**src/rtl/police_dispatch.sv**
```systemverilog
// police_dispatch: counts corpse reports, waits DELAY_FRAMES frame edges, then calls the
// police car in; keeps it on scene while reports remain, then sends it back. Rev 1.0
`default_nettype none

module police_dispatch #(
   parameter int DELAY_FRAMES = 120,
   parameter int MAX_PENDING  = 7
) (
   input  logic       Clk,
   input  logic       Reset,
   input  logic       frame_clk,
   input  logic       corpse_seen,
   input  logic       complete,
   input  logic       police_out,
   input  logic       reset_corpse,
   output logic       on_call,
   output logic       police_back,
   output logic [2:0] pending,
   output logic [7:0] frames_left
);

   typedef enum logic [1:0] {
      IDLE       = 2'd0,
      COUNTDOWN  = 2'd1,
      DISPATCHED = 2'd2,
      RETURNING  = 2'd3
   } state_t;

   localparam logic [2:0] MAX_PEND = 3'(MAX_PENDING);
   localparam logic [7:0] DELAY    = 8'(DELAY_FRAMES);

   state_t     state, state_next;
   logic       frame_d;
   logic       fedge;
   logic       dec_req;
   logic [2:0] pend_next;
   logic [7:0] frames_next;

   assign fedge   = frame_clk & ~frame_d;
   assign dec_req = complete && (state == DISPATCHED);

   always_comb begin
      pend_next = pending;
      if (reset_corpse) begin
         pend_next = 3'd0;
      end else if (corpse_seen && dec_req) begin
         pend_next = pending;
      end else if (corpse_seen) begin
         if (pending < MAX_PEND) pend_next = pending + 3'd1;
      end else if (dec_req) begin
         if (pending != 3'd0) pend_next = pending - 3'd1;
      end
   end

   always_comb begin
      state_next  = state;
      frames_next = frames_left;
      case (state)
         IDLE: begin
            if ((pending != 3'd0 || corpse_seen) && !reset_corpse) begin
               state_next  = COUNTDOWN;
               frames_next = DELAY;
            end
         end
         COUNTDOWN: begin
            // Cancelling wins over a frame edge arriving in the same cycle.
            if (reset_corpse) begin
               state_next  = IDLE;
               frames_next = 8'd0;
            end else if (fedge) begin
               if (frames_left == 8'd1) begin
                  state_next  = DISPATCHED;
                  frames_next = 8'd0;
               end else begin
                  frames_next = frames_left - 8'd1;
               end
            end
         end
         DISPATCHED: begin
            if (reset_corpse) begin
               state_next = RETURNING;
            end else if (complete && pend_next == 3'd0) begin
               state_next = RETURNING;
            end
         end
         RETURNING: begin
            if (!police_out) state_next = IDLE;
         end
         default: begin
            state_next  = IDLE;
            frames_next = 8'd0;
         end
      endcase
   end

   always_ff @(posedge Clk or posedge Reset) begin
      if (Reset) begin
         state       <= IDLE;
         frame_d     <= 1'b0;
         pending     <= 3'd0;
         frames_left <= 8'd0;
         on_call     <= 1'b0;
         police_back <= 1'b0;
      end else begin
         state       <= state_next;
         frame_d     <= frame_clk;
         pending     <= pend_next;
         frames_left <= frames_next;
         on_call     <= (state_next == DISPATCHED);
         police_back <= (state_next == RETURNING);
      end
   end

endmodule

`default_nettype wire

```
**config.mk**
```make
export PLATFORM = sky130hd
export DESIGN_NAME = police_dispatch
export DESIGN_NICKNAME = d
export VERILOG_FILES = /design/src/rtl/police_dispatch.sv
export SDC_FILE = /design/constraint.sdc
export NUM_CORES = 1
export LEC_CHECK = 0
export ABC_AREA = 1
export CAP_MARGIN = 20
export CELL_PAD_IN_SITES_DETAIL_PLACEMENT = 1
export CELL_PAD_IN_SITES_GLOBAL_PLACEMENT = 2
export CORE_MARGIN = 2
export CORE_UTILIZATION = 31
export CTS_CLUSTER_SIZE = 24
export DETAILED_ROUTE_END_ITERATION = 6
export GPL_ROUTABILITY_DRIVEN = 0
export PLACE_DENSITY = 0.89
export SETUP_SLACK_MARGIN = 0.5
export SLEW_MARGIN = 20
export SYNTH_ARGS = -nofsm -noshare
export SYNTH_HDL_FRONTEND = slang
export SYNTH_SLANG_ARGS = --single-unit
```
**constraint.sdc**
```tcl
create_clock -name Clk -period 3.7 [get_ports Clk]
set_clock_uncertainty 0.2 [all_clocks]
set_input_delay 0.74 -clock Clk [delete_from_list [all_inputs] [get_ports Clk]]
set_output_delay 0.74 -clock Clk [all_outputs]
set_load 0.01 [all_outputs]
```
==> key figures <==
Status
  • Status: finished clean

Place
  • Placed cell areas: 1380 um2
  • PortBufs: 19
  • Placed cell count: 216
  • HPWL Detailed: 2430 um

Worst setup path
  • Setup CP Type: in2reg
  • Crit end category: flop
  • Worst reg2reg setup slack: 1.71 ns
  • CP required: 3.72 ns
  • CP max FO: 7
  • Arr. time, crit path: 2.36 ns
  • Element type at the critical path start: input pin
  • Reg2Reg Depth: 12

Timing
  • Fmax: 428 MHz
  • Slew headroom: 57.4%
  • Slew Limit Fails: 0
  • Setup TNS: 0 ns
  • RSZ-0062 raised after global routing: no
  • Tightest Pin Transition: 0.639 ns
  • Final period util: 63.2%
  • Final setup viols: 0
  • Min Tclk post-route: 2.34 ns
  • Fin. Hold Viols: 0

Clock tree
  • Resized cells post-CTS: 0
  • Postcts setup bufs: 0
  • Clock Sinks: 16
  • TritonCTS Buffers: 3
  • Root Buffer: clkbuf_4
  • Cts hold-fix bufs: 0
  • Clock transition at the registers of the reported paths: 0.09 ns
  • Worst-Skew Late Latency: 0.29 ns
  • CTS tree: yes
  • CTS max path bufs: 2
  • H-Tree Depth: 1

Finish
  • Non-Filler Instances: 219
  • Layout cells sized above 1: 15.6%
  • Synth-to-Final Area Change: 23.8%
  • Antenna cell count: 0
  • Nets: 187
  • Post-route cell area: 1410 um2
  • Most frequent cells in the layout: nand2_1 (29), inv_1 (27), clkdlybuf4s50_1 (19)
  • Commonest non-fill, non-tap cell in the layout: nand2_1

Floorplan
  • Die width: 64.5 um
  • Initial Util: 33.2%
  • Row cnt: 21
  • DIE HEIGHT: 64.5 um
  • Die ar.: 4160 um2
  • I/O pin count: 20
  • Core Area: 3420 um2

Pwr
  • Total power: 0.000803 W
  • VDD IR max: 233 uV
  • Pwr Density: 572 nW/um2
  • Leak: 0.721 nW

Synthesis
  • Unique masters post-synth: 26
  • Synth area leader: dfrtp_1
  • Sequential area share after synthesis: 35.3%
  • Yosys Warn Count: 0
  • Post-synth EDFFs: 0
  • Area contributors post-synth: dfrtp_1 (35%), nand2_1 (9.6%), inv_1 (8.9%)
  • Yosys reg bits: 16
  • Mapped Area: 1130 um2
  • Syn_area_per_cell: 7.52 um2
  • Syn Nets: 163
  • Share of the synthesized area in the top cell type: 35.3%
  • Gate count after technology mapping: 151
  • Post-synth top flop: dfrtp_1
  • Async S/R FF share, synth: 100%

Global routing
  • Largest net degree at the start of global routing: 17
  • Initial antenna violation count: 0
  • Total GRT Usage: 17.1%
  • Vias in the first global route: 1168
  • Global-route wire length before repair: 5490 um
  • GRT Residual Overflow: 0

Worst hold path
  • Hold Crit Depth: 2
  • Worst hold-check path type: reg2reg

Job
  • Max capacitance violation total: 0

Drt
  • WL final: 2990 um
  • DRT iter0 DRCs: 38
  • Antenna viol nets, final: 0
  • Total number of vias: 1046
  • Number of vias per cell: 4.78
  • Wire length per cell: 13.7 um
  • DRC violations left: 0
  • Drt pass-1 iters: 4
==> flip-flops by register name, summed over array words and instances (netlist names) <==
name / count
frames_left: 8
police_back: 1
pending: 3
on_call: 1
state: 2
frame_d: 1
==> per-layer routing <==
| metal | vias to the layer above | routed length [um] | track usage (%) |
|---|---|---|---|
| met5 | - | 0 | 0 |
| met4 | 0 | 17 | 2.39 |
| met3 | 2 | 98 | 4.34 |
| met2 | 17 | 1440 | 29.4 |
| met1 | 494 | 1430 | 22.1 |
| li1 | 533 | - | - |
==> cells by family (layout without fill, tap and decap cells) <==
family,count (synthesis),in the layout,synth area share (%)
and+or+nand+nor,75,75,34.5
buffers and inverters,33,55,11.1
AOI/OAI and AO/OA,19,19,11.2
DFF,16,16,35.3
adders and majority gates,5,5,5.51
xor gates and xnor gates,3,3,2.32
==> through the flow <==
stage	hold slack (ns)	util (%)	setup WS (ns)
floorplan	0.352	-	1.82
global placement	0.340	40.5	1.11
detailed placement	0.342	40.5	1.08
CTS	0.366	41.1	1.37
global route	0.414	41.1	1.22
finish	0.363	41.1	1.36
==> critical path, cell delays in order <==
cell             delay (ns)
clkdlybuf4s50_1        0.66
inv_2                  0.13
o21ai_0                0.18
inv_1                  0.08
nand3_2                0.09
inv_2                  0.05
nor2_4                 0.11
nor2_1                 0.07
nand3_2                0.10
nand2_1                0.05
a21oi_1                0.12
==> power breakdown <==
part / internal (W) / switching [W] / total (W)
Clock: 0.0000379 / 0.0000573 / 0.0000952
Sequential: 0.000221 / 0.0000627 / 0.000283
Combinational: 0.000184 / 0.000241 / 0.000425
Total: 0.000442 / 0.000361 / 0.000803
==> synthesized netlist by cell type (4+ instances only) <==
cell      n
nor2_1   12
nand3_2   5
nand2_1  29
nand3_1  13
dfrtp_1  16
inv_2     5
nand4_1   5
o22ai_1   4
inv_1    27
ha_1      5
==> area by class of cell <==
cell class	instances	area, um2
fill	439	2010
multi-input combinational	102	608
sequential	16	400
timing repair buffer	19	190
inverter	33	126
tap	46	57.6
clock buffer	3	22.5
==> final timing paths <==
kind | start | to
max in group asynchronous | Reset | frames_left[2]
max reg2reg | pending[0] | on_call
min in group asynchronous | Reset | frames_left[3]
max | corpse_seen | on_call
min | frames_left[1] | frames_left[1]
min reg2reg | frames_left[1] | frames_left[1]
(Power assumes the default switching activity.)
